### src/rtl/serial_adder_ctrl_if.sv
// Handshake bundle for serial_adder_ctrl.
//   slave  : the adder (accepts operands, presents the result)
//   master : the producer/consumer side driving operands and out_ready
// Signals: in_valid/in_ready/a/b/c_in form the operand channel,
//          out_valid/out_ready/sum/c_out form the result channel,
//          busy is high while an operation is in flight or unclaimed.
interface serial_adder_ctrl_if #(
  parameter int WIDTH = 16
);
  logic             in_valid;
  logic             in_ready;
  logic [WIDTH-1:0] a;
  logic [WIDTH-1:0] b;
  logic             c_in;
  logic             out_valid;
  logic             out_ready;
  logic [WIDTH-1:0] sum;
  logic             c_out;
  logic             busy;

  modport slave (
    input  in_valid, a, b, c_in, out_ready,
    output in_ready, out_valid, sum, c_out, busy
  );

  modport master (
    output in_valid, a, b, c_in, out_ready,
    input  in_ready, out_valid, sum, c_out, busy
  );
endinterface

### src/rtl/serial_adder_ctrl.sv
// Multi-cycle wide adder: one SLICE-bit adder slice is reused across the
// WIDTH-bit operands, LSB slice first, carry registered between slices.
// Ports:
//   clk   : rising-edge clock
//   reset : asynchronous active-high reset, aborts any operation
//   bus   : serial_adder_ctrl_if slave (operand and result handshakes, busy)
//
// state | meaning
// ------+----------------------------------------------------------
// IDLE  | waiting for operands, in_ready=1
// RUN   | adding slice idx, one slice per clock
// DONE  | result held with out_valid=1 until out_ready
module serial_adder_ctrl #(
  parameter int WIDTH = 16,
  parameter int SLICE = 4
) (
  input logic              clk,
  input logic              reset,
  serial_adder_ctrl_if.slave bus
);

  localparam int NSLICE = WIDTH / SLICE;
  localparam int IDXW   = (NSLICE > 1) ? $clog2(NSLICE) : 1;

  if ((WIDTH % SLICE) != 0) begin : g_bad_params
    $error("serial_adder_ctrl: WIDTH must be a multiple of SLICE");
  end

  typedef enum logic [1:0] {
    S_IDLE = 2'd0,
    S_RUN  = 2'd1,
    S_DONE = 2'd2
  } state_t;

  state_t           state_q, state_d;
  logic [IDXW-1:0]  idx_q, idx_d;
  logic             carry_q, carry_d;
  logic [WIDTH-1:0] a_q, a_d;
  logic [WIDTH-1:0] b_q, b_d;
  logic [WIDTH-1:0] sum_q, sum_d;
  logic             c_out_q, c_out_d;

  logic [SLICE-1:0] a_sl;
  logic [SLICE-1:0] b_sl;
  logic [SLICE:0]   slice_res;

  always_ff @(posedge clk or posedge reset) begin
    if (reset) begin
      state_q <= S_IDLE;
      idx_q   <= '0;
      carry_q <= 1'b0;
      a_q     <= '0;
      b_q     <= '0;
      sum_q   <= '0;
      c_out_q <= 1'b0;
    end else begin
      state_q <= state_d;
      idx_q   <= idx_d;
      carry_q <= carry_d;
      a_q     <= a_d;
      b_q     <= b_d;
      sum_q   <= sum_d;
      c_out_q <= c_out_d;
    end
  end

  // Shared slice adder; operand slices are picked with a constant-index mux
  // so every part-select stays in range for any legal WIDTH/SLICE pair.
  always_comb begin
    a_sl = '0;
    b_sl = '0;
    for (int i = 0; i < NSLICE; i++) begin
      if (idx_q == IDXW'(i)) begin
        a_sl = a_q[i*SLICE +: SLICE];
        b_sl = b_q[i*SLICE +: SLICE];
      end
    end
    slice_res = {1'b0, a_sl} + {1'b0, b_sl} + {{SLICE{1'b0}}, carry_q};
  end

  always_comb begin
    state_d = state_q;
    idx_d   = idx_q;
    carry_d = carry_q;
    a_d     = a_q;
    b_d     = b_q;
    sum_d   = sum_q;
    c_out_d = c_out_q;

    unique case (state_q)
      S_IDLE: begin
        if (bus.in_valid) begin
          a_d     = bus.a;
          b_d     = bus.b;
          carry_d = bus.c_in;
          sum_d   = '0;
          idx_d   = '0;
          state_d = S_RUN;
        end
      end
      S_RUN: begin
        for (int i = 0; i < NSLICE; i++) begin
          if (idx_q == IDXW'(i)) begin
            sum_d[i*SLICE +: SLICE] = slice_res[SLICE-1:0];
          end
        end
        carry_d = slice_res[SLICE];
        if (idx_q == IDXW'(NSLICE - 1)) begin
          c_out_d = slice_res[SLICE];
          state_d = S_DONE;
        end else begin
          idx_d = idx_q + IDXW'(1);
        end
      end
      S_DONE: begin
        if (bus.out_ready) begin
          state_d = S_IDLE;
        end
      end
      default: state_d = S_IDLE;
    endcase
  end

  assign bus.in_ready  = (state_q == S_IDLE);
  assign bus.out_valid = (state_q == S_DONE);
  assign bus.busy      = (state_q != S_IDLE);
  assign bus.sum       = sum_q;
  assign bus.c_out     = c_out_q;

endmodule

### src/flat_wrapper.sv
// flat-port wrapper written by rule: the top's interface ports become plain ports
module serial_adder_ctrl_flat 
#(
  parameter int WIDTH = 16,
  parameter int SLICE = 4
)
  (clk, reset, bus_in_valid, bus_a, bus_b, bus_c_in, bus_out_ready, bus_in_ready, bus_out_valid, bus_sum, bus_c_out, bus_busy);
  serial_adder_ctrl_if #(.WIDTH(WIDTH)) bus_i ();
  input logic clk;
  input logic reset;
  input wire logic [$bits(bus_i.in_valid)-1:0] bus_in_valid;
  input wire logic [$bits(bus_i.a)-1:0] bus_a;
  input wire logic [$bits(bus_i.b)-1:0] bus_b;
  input wire logic [$bits(bus_i.c_in)-1:0] bus_c_in;
  input wire logic [$bits(bus_i.out_ready)-1:0] bus_out_ready;
  output wire logic [$bits(bus_i.in_ready)-1:0] bus_in_ready;
  output wire logic [$bits(bus_i.out_valid)-1:0] bus_out_valid;
  output wire logic [$bits(bus_i.sum)-1:0] bus_sum;
  output wire logic [$bits(bus_i.c_out)-1:0] bus_c_out;
  output wire logic [$bits(bus_i.busy)-1:0] bus_busy;
  assign bus_i.in_valid = bus_in_valid;
  assign bus_i.a = bus_a;
  assign bus_i.b = bus_b;
  assign bus_i.c_in = bus_c_in;
  assign bus_i.out_ready = bus_out_ready;
  assign bus_in_ready = bus_i.in_ready;
  assign bus_out_valid = bus_i.out_valid;
  assign bus_sum = bus_i.sum;
  assign bus_c_out = bus_i.c_out;
  assign bus_busy = bus_i.busy;
  serial_adder_ctrl #(.WIDTH(WIDTH), .SLICE(SLICE)) u_core (.clk(clk), .reset(reset), .bus(bus_i));
endmodule
### config.mk
export PLATFORM = sky130hd
export DESIGN_NAME = serial_adder_ctrl_flat
export DESIGN_NICKNAME = d
export VERILOG_FILES = /design/src/rtl/serial_adder_ctrl_if.sv /design/src/rtl/serial_adder_ctrl.sv /design/src/flat_wrapper.sv
export SDC_FILE = /design/constraint.sdc
export NUM_CORES = 1
export LEC_CHECK = 0
export ABC_AREA = 1
export CORE_ASPECT_RATIO = 0.5
export CORE_MARGIN = 1.5
export CORE_UTILIZATION = 30
export CTS_CLUSTER_SIZE = 10
export DETAILED_ROUTE_END_ITERATION = 8
export SYNTH_ARGS = -nofsm -noshare
export SYNTH_HDL_FRONTEND = slang
export SYNTH_SLANG_ARGS = --single-unit
### constraint.sdc
create_clock -name clk -period 3.7 [get_ports clk]
set_input_delay 1.11 -clock clk [delete_from_list [all_inputs] [get_ports clk]]
set_output_delay 1.11 -clock clk [all_outputs]
set_load 0.01 [all_outputs]
==> results.md, run 1 <==
- CP Capture Type: flip-flop
- Reg2Reg Setup Slack: 0.88 ns
- Clock Skews: 0.00582 ns
- Setup Buffers After CTS: 0
- Filler Cell Count: 842
- Num CTS Buffers: 5
- Crit path kind: reg2reg
- Avg WL per Cell: 12.2 µm
- Internal Power: 0.00178 W
- Mapped Cells: 318
- Worst-Margin Slew: 0.513 ns
- Slew Viols, Final: 0
- Placer Congestion: 0.877
- Register bit total from synthesis: 54
- Post-layout min period: 2.82 ns
- Worst EP required: 3.88 ns
- Flop pwr share: 32.9%
- Clk_lat worst skew: 0.29 ns
- First-pass GRT wire length: 10300 µm
- Critical Path Start Type: flip-flop
- Switching part of the total power: 42.4%
- DRT Pass-1 Iters: 4
- Detail Route Antenna Nets: 0
- Drt initial violations: 163
- Max-Cap Viols: 0
- P_sw: 0.00131 W
- Hold Slack: 0.477 ns
- Mapped cell area: 2640 µm²
- Root buf cell: clkbuf_16
- Chip height: 69.3 µm
- Reg-to-Reg End: u_core.bus.sum[13]
- CTS Hold Bufs: 0
- Net Count, Synth: 364
- Diode count: 0
- H-tree levels: 2
- I/O pin cnt: 57
- Reg clk slew, reported paths: 0.07 ns
- Netlist cell types: 28
- VDD IR max: 300 µV
- Max frequency: 355 MHz
- Outcome: completed
- Synth warn: 0
- Post-DP HPWL: 4460 µm
- Post-synth ARST share: 100%
- Non-filler cells, final: 487
- Fin crit share: 76.1%
- LEAKAGE: 1.72 nW
- Top cells by area, synth: dfrtp_1, nand2_1, ha_1, a21oi_1, inv_1
- Largest area contributor in the netlist: dfrtp_1
- Avg Synthesized Cell Area: 8.29 µm²
- Die width: 136 µm
- Initial antenna violation count: 0
- CORE AREA: 8260 µm²
- Vias post-DR: 2130
- Clock power share: 16.9%
- Area Overhead vs Synth: 30.8%
- Main flop type after synthesis: dfrtp_1
- Layout net count: 420
- DP Cell Count: 479
- Slew margin rel.: 65.8%
- Comb pwr share: 50.2%
- All-Layer GR Usage: 14.0%
- Hold Vio Cnt, Final: 0
- Initial Utilization: 31.9%
- Worst-path fanout max: 8
- Site row count: 23
- Max Buffers Root-to-Sink: 2
- Fraction of layout cells with a size suffix above 1: 5.87%
- Critical R2R Launch: u_core.idx_q[1]
- Post-synth top area share: 51.3%
- Residual DRC count: 0
- Vias in the first global route: 2086
- Sink Count: 54
- Worst setup path start: u_core.idx_q[1]
- WP data arrival: 3.00 ns
- Worst setup path endpoint: u_core.bus.sum[13]
- Pin count of the biggest net entering global routing: 38
- Post-CTS Resized: 0
- Sequential area share after synthesis: 51.3%
- Vias per cell: 4.37
- CTS tree: yes
- RSZ-0062 raised after global routing: false
- Reg2Reg Depth: 15
- Top post-synthesis cells by count: nand2_1, dfrtp_1, inv_1
- I/O Buffers: 56
- Cell with the most instances after synthesis: nand2_1
- Setup TNS: 0 ns
- Total congestion overflow: 0
- Final Setup Violations: 0
- Post-Route WL: 5930 µm
- Post-synth EDFFs: 0
- Worst min path class: reg2reg
- P per Cell Area: 899 nW/µm²
- Overall die area: 9390 µm²
-- routing by layer --
layer  routed length, µm  GRT usage [%]  part of all wire (%)
met2                2460           19.9                    41
met5                   0              0                     0
met1                3120           20.8                    53
met4                  90           4.30                   1.5
met3                 268           3.44                   4.5
-- through the flow --
stage	area (µm²)	utilization, %	worst slack, ns	total power, W
after floorplan	2640	-	1.14	0.00212
after global placement	3280	39.7	0.947	0.00257
after detailed placement	3280	39.7	0.883	0.00259
after CTS	3450	41.7	0.883	0.00313
after global routing	3450	41.7	0.606	0.00342
final	3450	41.7	0.884	0.00310
-- how the worst min path moves through the flow --
stage                     slack (ns)  cells past startpoint               start            endpoint
after floorplan                 0.44                      2      u_core.b_q[12]      u_core.b_q[12]
after global placement          0.46                      2  u_core.bus.sum[12]  u_core.bus.sum[12]
after detailed placement        0.47                      2   u_core.bus.sum[4]   u_core.bus.sum[4]
after CTS                       0.49                      2   u_core.bus.sum[4]   u_core.bus.sum[4]
after global routing            0.49                      2  u_core.bus.sum[12]  u_core.bus.sum[12]
final                           0.48                      2  u_core.bus.sum[10]  u_core.bus.sum[10]
-- worst max-delay path, stage by stage (launching register included) --
cell and delay, ns:
dfrtp_1 0.38, inv_1 0.08, ha_1 0.28, inv_1 0.23
nand2_1 0.14, o21ai_0 0.17, nand2_1 0.06, nand2_1 0.08
o21ai_0 0.12, fa_1 0.40, inv_1 0.10, fa_1 0.41
inv_1 0.06, nor2_1 0.07, nand2_1 0.09, nand2_1 0.05
-- kinds of logic after synthesis --
logic type               Yosys count  synth area share [%]
AND/OR/NAND/NOR                  182                  28.4
flip-flops                        54                  51.3
AO/OA/AOI/OAI                     39                  8.74
buffers and inverters             33                  6.36
adder cells (fa/ha/maj)            9                  4.84
XOR/XNOR                           1                 0.332
-- state kept, by name, indices dropped and copies added, names as in the netlist --
register,cells
u_core.a_q,16
u_core.b_q,16
u_core.bus.c_out,1
u_core.carry_q,1
u_core.bus.sum,16
u_core.idx_q,2
u_core.state_q,2
-- power by group through the flow --
stage | clock (W) | sequential (W) | combinational, W
after floorplan | 0 | 0.00101 | 0.00111
after global routing | 0.000563 | 0.00105 | 0.00180
final | 0.000524 | 0.00102 | 0.00155
after CTS | 0.000538 | 0.00102 | 0.00157
after global placement | 0 | 0.00103 | 0.00154
after detailed placement | 0 | 0.00103 | 0.00156
-- layout by cell type, fill, tap and decap left out, drive strengths merged, types with 2 or more instances in the layout --
cell           synthesis  routed
nand4                  4       4
ha                     7       7
a21oi                 16      16
clkdlybuf4s50          0      56
o21ai                 18      18
inv                   22      22
dfrtp                 54      54
fa                     2       2
nand3                  8       8
o211ai                 2       2
clkbuf                 0       6
nor2                  11      11
nand2                159     159
buf                   10       3
-- layout make-up --
type,count,area [µm²],area share (%)
flip-flops and latches,54,1350,39.2
multi-input cells,231,1120,32.4
clock buffers,6,129,3.74
well taps,112,140,4.07
clock inverters,2,37.5,1.09
repair buffers,59,583,16.9
inverters,23,88.8,2.58
No activity file was read; power rests on OpenSTA's default activity.
==> run 2: changes to the inputs <==
Clock period 3.7 ns to 2.9 ns, I/O delays scaled along.
==> run 2 against run 1 <==
Via count about the same. Largest cell class unchanged. Sequential share of layout area is 0.24 points lower. Hold slack worse by 0.0027 ns. Critical path type unchanged.
==> results.md, run 2 (same netlist as run 1, synthesis figures left out) <==
- Clk_lat worst skew: 0.29 ns (about the same)
- Site row count: 23 (unchanged)
- Residual DRC count: 0 (unchanged)
- Outcome: completed
- Slowest stage delay, CP: 0.43 ns (+0.02 ns)
- Setup TNS: 0 ns (unchanged)
- LEAKAGE: 1.72 nW (+0.41%)
- Detail Route Antenna Nets: 0 (unchanged)
- Num CTS Buffers: 5 (unchanged)
- Reg clk slew, reported paths: 0.07 ns (about the same)
- Clock Skews: 0.00410 ns (-0.00172 ns)
- I/O pin cnt: 57 (unchanged)
- Final Setup Violations: 0 (unchanged)
- Slew Viols, Final: 0 (unchanged)
- Placer Congestion: 0.888 (+1.2%)
- Vias per cell: 4.36 (-0.25%)
- I/O Buffers: 56 (unchanged)
- CORE AREA: 8260 µm² (unchanged)
- CP Capture Type: flip-flop
- Commonest non-fill, non-tap cells in the layout: nand2_1, clkdlybuf4s50_1, dfrtp_1
- Max stage delay cell, worst path: dfrtp_1
- Layout net count: 421 (+0.24%)
- Crit path kind: reg2reg
- Vias post-DR: 2129 (-0.047%)
- Min-delay src: u_core.bus.sum[8]
- Post-DP HPWL: 4380 µm (-1.6%)
- Crit path cell chain: inv_1 -> ha_2 -> nand2_1 -> o21ai_1 -> nand2_1 -> nand2_1 -> o21ai_0 -> fa_1 -> inv_1 -> fa_1 -> inv_1 -> nor2_1 -> nand2_1 -> nand2_1
- Post-layout min period: 2.68 ns (-0.135 ns)
- Overall die area: 9390 µm² (unchanged)
- CTS tree: yes
- Fin crit share: 92.5% (+16 points)
- Critical R2R Launch: u_core.idx_q[0]
- Slew margin rel.: 64.2% (-1.5 points)
- Fraction of layout cells with a size suffix above 1: 6.38% (+0.52 points)
- Avg WL per Cell: 12.5 µm (+2.5%)
- Worst-path fanout max: 6 (-2)
- P per Cell Area: 1150 nW/µm² (+28%)
- Setup Buffers After CTS: 0 (unchanged)
- Pin count of the biggest net entering global routing: 55 (+45%)
- Initial antenna violation count: 0 (unchanged)
- CTS Hold Bufs: 0 (unchanged)
- Die width: 136 µm (unchanged)
- WP data arrival: 2.86 ns (-0.14 ns)
- Reg2Reg Setup Slack: 0.22 ns (-0.67 ns)
- VDD IR max: 425 µV (+42%)
- Hold Vio Cnt, Final: 0 (unchanged)
- CP most frequent cell: nand2_1
- Hold Slack: 0.475 ns (-0.00268 ns)
- Commonest non-fill, non-tap cell in the layout: nand2_1
- Chip height: 69.3 µm (unchanged)
- RSZ-0062 raised after global routing: false
- Post-Route WL: 6090 µm (+2.7%)
- Max frequency: 373 MHz (+5.0%)
- All-Layer GR Usage: 14.0% (+0.022 points)
- Diode count: 0 (unchanged)
- Critical Path Start Type: flip-flop
- Worst EP required: 3.08 ns (-0.80 ns)
- Filler Cell Count: 817 (-3.0%)
- Worst-Margin Slew: 0.536 ns (+0.0231 ns)
- Worst min path class: reg2reg
- Sink Count: 54 (unchanged)
- Area Overhead vs Synth: 31.6%
- First-pass GRT wire length: 10300 µm (+0.27%)
- Max Buffers Root-to-Sink: 2 (unchanged)
- Vias in the first global route: 2106 (+0.96%)
- DRT Pass-1 Iters: 4 (unchanged)
- Initial Utilization: 31.9% (unchanged)
- Drt initial violations: 99 (-39%)
- Max-Cap Viols: 0 (unchanged)
- Root buf cell: clkbuf_16
- H-tree levels: 2 (unchanged)
- Worst setup path start: u_core.idx_q[0]
- Total congestion overflow: 0 (unchanged)
## run 2: cell count changes in the layout (fill, tap and decap cells not counted)
cell and delta:
clkbuf_1 +1, ha_1 -2, o21ai_1 +1, o21ai_0 -1, ha_2 +2, buf_12 +1, clkinvlp_4 -1
## run 2: cell type report
| type | count | area [µm²] | share of cell area, % |
|---|---|---|---|
| multi-input cells | 231 | 1120 | 32.3 |
| clock inverters | 1 | 30.0 | 0.866 |
| repair buffers | 60 | 603 | 17.4 |
| clock buffers | 7 | 133 | 3.83 |
| well taps | 112 | 140 | 4.04 |
| flip-flops and latches | 54 | 1350 | 39.0 |
| inverters | 23 | 88.8 | 2.56 |
## run 2: report_power, final
| part | switching (W) | leakage [nW] | internal, W |
|---|---|---|---|
| sequential | 0.000199 | 0.682 | 0.00109 |
| clock | 0.000257 | 0.0781 | 0.000408 |
| combinational | 0.00124 | 0.962 | 0.000802 |
## run 2: path summary, 6_finish.rpt
check	endpoint	depth (start not counted)
max	u_core.bus.sum[13]	14
min	u_core.bus.sum[8]	2
max reg2reg	u_core.bus.sum[13]	14
min reg2reg	u_core.bus.sum[8]	2
max in group asynchronous	u_core.b_q[3]	3
min in group asynchronous	u_core.bus.sum[11]	3
## run 2: metal layers
layer / track usage, % / part of all wire, % / vias up
met5: 0 / 0 / -
met4: 3.58 / 1.0 / 0
met3: 3.36 / 4.7 / 7
met2: 19.7 / 42 / 45
met1: 21.3 / 53 / 974
li1: - / - / 1103
## run 2: what timing repair did
item | CTS | global route
resized for setup | 0 | 3
endpoints found under the setup margin | 0 | 10
hold endpoints to repair | 0 | 0
## run 2: critical path: cells and delay by family (launching register included)
family          cells  cell delay (ns)
fa+ha+maj           3             1.10
simple gates        6             0.47
compound gates      2             0.30
buf+inv             3             0.28
flops               1             0.43
## run 2: per-stage QoR
| stage | setup slack (ns) | instance area (µm²) | utilization, % | power [W] | std cells |
|---|---|---|---|---|---|
| 2_1_floorplan | 0.337 | 2640 | - | 0.00270 | 318 |
| 3_3_place_gp | 0.294 | 3300 | 39.9 | 0.00330 | 480 |
| 3_5_place_dp | 0.183 | 3300 | 39.9 | 0.00332 | 480 |
| 4_1_cts | 0.124 | 3460 | 41.9 | 0.00402 | 488 |
| 5_1_grt | 0.0187 | 3470 | 42.0 | 0.00437 | 488 |
| 6_report | 0.219 | 3470 | 42.0 | 0.00400 | 488 |
==> RTL edit 1, RTL diff (flow settings as in run 2) <==
`WIDTH` is set to 16 in 3 places; all go to 32.
--- a/src/rtl/serial_adder_ctrl_if.sv
+++ b/src/rtl/serial_adder_ctrl_if.sv
@@ -5,7 +5,7 @@
 //          out_valid/out_ready/sum/c_out form the result channel,
 //          busy is high while an operation is in flight or unclaimed.
 interface serial_adder_ctrl_if #(
-  parameter int WIDTH = 16
+  parameter int WIDTH = 32
 );
   logic             in_valid;
   logic             in_ready;
--- a/src/rtl/serial_adder_ctrl.sv
+++ b/src/rtl/serial_adder_ctrl.sv
@@ -11,7 +11,7 @@
 // RUN   | adding slice idx, one slice per clock
 // DONE  | result held with out_valid=1 until out_ready
 module serial_adder_ctrl #(
-  parameter int WIDTH = 16,
+  parameter int WIDTH = 32,
   parameter int SLICE = 4
 ) (
   input logic              clk,
--- a/src/flat_wrapper.sv
+++ b/src/flat_wrapper.sv
@@ -1,7 +1,7 @@
 // flat-port wrapper written by rule: the top's interface ports become plain ports
 module serial_adder_ctrl_flat 
 #(
-  parameter int WIDTH = 16,
+  parameter int WIDTH = 32,
   parameter int SLICE = 4
 )
   (clk, reset, bus_in_valid, bus_a, bus_b, bus_c_in, bus_out_ready, bus_in_ready, bus_out_valid, bus_sum, bus_c_out, bus_busy);
Interface: changed (resized bus_a, bus_b and bus_sum); port bits go from 57 to 105. No check against the original RTL was run, so the function may have changed too.
==> RTL edit 1 against run 2 <==
Combinational power grew 130%; hold slack gained 0.0044 ns; fmax shrank 4.9%; total power grew 110%; final area grew 100%; clock skew grew 0.0033 ns; largest cell class unchanged; area after synthesis grew 90%; sequential cell count grew 49; setup slack lost 0.14 ns; global-route usage grew 1.5 points; clock power grew 85%; wire length grew 110%.
==> RTL edit 1: results (changes against run 2) <==
| Metric | Value |
|---|---|
| Critical path endpoint | `u_core.bus.sum[14]$_DFFE_PP0P_` |
| Slowest CP cell | `fa_2` |
| Worst vdd ir | `0.877 mV (+110%)` |
| First-pass GRT wire length | `21.3 mm (+110%)` |
| Share of cells above drive strength 1 | `14.4% (+8.0 points)` |
| Sequential share of cell area | `37.1% (-1.9 points)` |
| Top cell type's share of synthesized area | `51.4% (+0.15 points)` |
| Status | `finished clean` |
| Dpl hpwl | `9.79 mm (+120%)` |
| Int Pwr | `0.00475 W (+110%)` |
| Clock-cell share | `4.30% (-0.39 points)` |
| Non-clk invs | `66 (+190%)` |
| Fraction of area in multi-input gates | `31.5% (-0.83 points)` |
| Reg-to-reg setup timing slack | `0.08 ns (-0.14 ns)` |
| Worst flop-to-flop path endpoint | `u_core.bus.sum[14]$_DFFE_PP0P_` |
| Min-delay src | `u_core.bus.sum[22]$_DFFE_PP0P_` |
| Htree depth | `3 (+1)` |
| WL met3 | `573 microns (+100%)` |
| Mapped Cells | `644 (+100%)` |
| Routed wl met2 | `5.81 mm (+130%)` |
| Arr. time, crit path | `3.10 ns (+0.24 ns)` |
| Post-synthesis sequential area ratio | `51.4% (+0.15 points)` |
| Syn avg cell area | `7.78 sq um (-6.1%)` |
| Vias per inst | `4.34 (-0.58%)` |
| Met2 Use GR | `24.2% (+4.5 points)` |
| Final Hold Slack | `0.479 ns (+0.00438 ns)` |
| Initial drt markers | `214 (+120%)` |
| Met1 Wirelength | `6.59 mm (+110%)` |
| Compound-Gate Fraction of Synth Area | `7.69% (-1.0 points)` |
| Slowest Stage Delay on Critical Path | `0.47 ns (+0.04 ns)` |
| Number of flip-flops and latches | `103 (+91%)` |
| Layout non-clock buf frac | `19.3% (+1.9 points)` |
| Fillers | `1664 (+100%)` |
| Placed instance area | `6480 sq um (+96%)` |
| DR vias | `4359 (+100%)` |
| Synth Area in Adders | `3.05% (-1.8 points)` |
| GP Congestion | `0.834 (-6.1%)` |
| Port Buf Inserts | `104 (+86%)` |
| Vias in the first global route | `4211 (+100%)` |
| Dpl ws | `-0.184 ns (-0.367 ns)` |
| Synth cell types | `29 (+3.6%)` |
| Commonest cells in the netlist | `nand2_1, dfrtp_1, inv_1` |
| Fin crit period | `2.82 ns (+0.138 ns)` |
| Largest net degree at the start of global routing | `49 (-11%)` |
[RTL edit 1: cell count changes after synthesis, sizes merged, moves of 2 or more]
cell,before,now
a21oi,16,21
buf,10,18
clkbuf,0,3
dfrtp,54,103
ha,7,9
inv,22,64
nand2,159,320
nand3,8,27
nand4,4,0
nor2,11,22
o21ai,18,38
o31ai,1,3
or2,0,7
[RTL edit 1: power by group through the flow]
stage               Combinational (W)  Sequential, W  Clock (W)
finish                        0.00469        0.00246    0.00123
global route                  0.00526        0.00254    0.00132
CTS                           0.00432        0.00246    0.00126
detailed placement            0.00413        0.00248          0
global placement              0.00407        0.00248          0
floorplan                     0.00252        0.00247          0
[RTL edit 1: logic make-up after synthesis]
kind of cell / after synthesis
DFF: 103
buffers and inverters: 87
adders and majority gates: 11
AOI/OAI and AO/OA: 67
and+or+nand+nor: 376
[RTL edit 1: timing repair]
action | 4_1_cts | 5_1_grt
gates resized for setup | 7 | 34
buffers inserted | 0 | 2
gates cloned | 0 | 0
pin swaps | 0 | 14
setup endpoints to repair | 24 | 26
==> RTL edit 2, RTL diff (config.mk and constraints of run 2) <==
Without the edit above. `sum_q` no longer has a reset.
--- a/src/rtl/serial_adder_ctrl.sv
+++ b/src/rtl/serial_adder_ctrl.sv
@@ -51,7 +51,6 @@
       carry_q <= 1'b0;
       a_q     <= '0;
       b_q     <= '0;
-      sum_q   <= '0;
       c_out_q <= 1'b0;
     end else begin
       state_q <= state_d;
@@ -59,9 +58,12 @@
       carry_q <= carry_d;
       a_q     <= a_d;
       b_q     <= b_d;
-      sum_q   <= sum_d;
       c_out_q <= c_out_d;
     end
+  end
+
+  always_ff @(posedge clk) begin
+    sum_q <= sum_d;
   end
 
   // Shared slice adder; operand slices are picked with a constant-index mux
Function: differs if reset is asserted again (counterexample within 4 cycles, from zero or initial values and one cycle with reset high); with reset held inactive, the same outputs for 10 cycles.
==> RTL edit 2 against run 2 <==
Final area decreased by 2.5%; area after synthesis decreased by 2.1%; largest power group unchanged; setup slack improved by 0.074 ns; first-iteration DRC count increased by 44%; sequential cell count stayed put; highest routed layer unchanged; wire length shrank 2.5%; largest cell class unchanged; critical path depth fell by 2; via count is 6.0% lower; critical endpoint is now u_core.bus.sum[9]$_SDFFCE_PN0P_; total power increased by 3.4%.
==> RTL edit 2: results (changes against run 2) <==
| Metric | Value |
|---|---|
| Status | `finished clean` |
| First-pass GRT wire length | `9.74 mm (-5.7%)` |
| Asr flop ratio synth | `70.4% (-30 points)` |
| Vias in the first global route | `1982 (-5.9%)` |
| Worst vdd ir | `0.468 mV (+10%)` |
| Synth top area cells | `dfrtp_1, edfxtp_1, nand2_1` |
| CP Max Fanout | `9 (+3)` |
| Placed instance area | `3220 sq um (-2.4%)` |
| Non-filler instance count after layout | `449 (-8.0%)` |
| Share of cells above drive strength 1 | `8.01% (+1.6 points)` |
| Setup skew after layout | `0.00556 ns (+0.00146 ns)` |
| R2R cell count | `12 (-2)` |
| Commonest cells in the netlist | `nand2_1, dfrtp_1, nand3_1` |
| Dpl hpwl | `4.55 mm (+3.9%)` |
| Int Pwr | `0.00249 W (+7.8%)` |
| Post-layout nets | `382 (-9.3%)` |
| Drt first pass iters | `4 (unchanged)` |
| GP Congestion | `0.882 (-0.66%)` |
| Post-synth EDFFs | `16 (+16)` |
| Worst slew pin tran | `0.692 ns (+0.156 ns)` |
| Largest net degree at the start of global routing | `39 (-29%)` |
| Vias per inst | `4.46 (+2.2%)` |
| Initial drt markers | `143 (+44%)` |
| Arr. time, crit path | `2.63 ns (-0.23 ns)` |
| Slowest CP cell | `fa_1` |
| Placed Cells | `441 (-8.1%)` |
| Syn Nets | `327 (-10%)` |
| Syn avg cell area | `9.18 sq um (+11%)` |
## RTL edit 2: changes by cell type after synthesis, sizes merged, moves of 6 or more
cell    before  now
nor2        11   21
nand3        8   34
o21ai       18    6
edfxtp       0   16
nand2      159   95
a21oi       16   22
dfrtp       54   38
## RTL edit 2: cell type report
type	instances	area, sq um
timing repair buffer	61	598
fill	813	4790
inverter	21	78.8
clock inverter	2	10.0
sequential	54	1430
clock buffer	6	150
multi-input combinational	193	972
tap	112	140
## RTL edit 2: stage by stage
step	total power, W	utilization, %	setup WS, ns	hold WS (ns)
after floorplan	0.00285	-	0.575	0.442
after global placement	0.00349	39.4	0.384	0.461
after detailed placement	0.00353	39.4	0.293	0.463
after CTS	0.00418	41.4	0.283	0.481
after global routing	0.00450	41.4	0.0560	0.505
final	0.00414	41.4	0.293	0.480
## RTL edit 2: power groups by stage
stage	sequential, W	clock (W)	combinational [W]
3_3_place_gp	0.00153	0	0.00196
6_report	0.00153	0.000629	0.00198
2_1_floorplan	0.00153	0	0.00132
3_5_place_dp	0.00154	0	0.00199
5_1_grt	0.00157	0.000682	0.00225
4_1_cts	0.00153	0.000640	0.00200
## RTL edit 2: layer usage
| layer | GRT usage (%) | share of wire [%] |
|---|---|---|
| met5 | 0 | 0 |
| met4 | 5.38 | 1.4 |
| met3 | 3.14 | 5.8 |
| met2 | 21.2 | 42 |
| met1 | 19.6 | 51 |
## RTL edit 2: path summary, 6_finish.rpt
check                                                  from                               to  slack [ns]
worst max-delay path            u_core.idx_q[1]$_DFFE_PP0P_  u_core.bus.sum[9]$_SDFFCE_PN0P_        0.29
min in group asynchronous                             reset     u_core.bus.c_out$_DFFE_PP0P_        1.00
max in group asynchronous                             reset       u_core.b_q[10]$_DFFE_PP0P_        1.57
worst min register to register   u_core.b_q[13]$_DFFE_PP0P_       u_core.b_q[13]$_DFFE_PP0P_        0.48
worst min-delay path             u_core.b_q[13]$_DFFE_PP0P_       u_core.b_q[13]$_DFFE_PP0P_        0.48
worst max register to register  u_core.idx_q[1]$_DFFE_PP0P_  u_core.bus.sum[9]$_SDFFCE_PN0P_        0.29
## RTL edit 2: critical path: cells and delay by family, from the launching register on
family	cells	cell delay [ns]
simple gates	4	0.32
buf+inv	4	0.44
compound gates	1	0.08
flops	1	0.40
fa+ha+maj	3	1.12
## RTL edit 2: logic make-up (layout without fill, tap and decap cells)
kind of cell	count (synthesis)	count (layout)	share of synthesized area (%)
buffers and inverters	34	90	6.79
and+or+nand+nor	152	152	25.1
xor gates and xnor gates	1	1	0.340
AOI/OAI and AO/OA	31	31	7.33
adders and majority gates	9	9	4.95
DFF	54	54	55.5
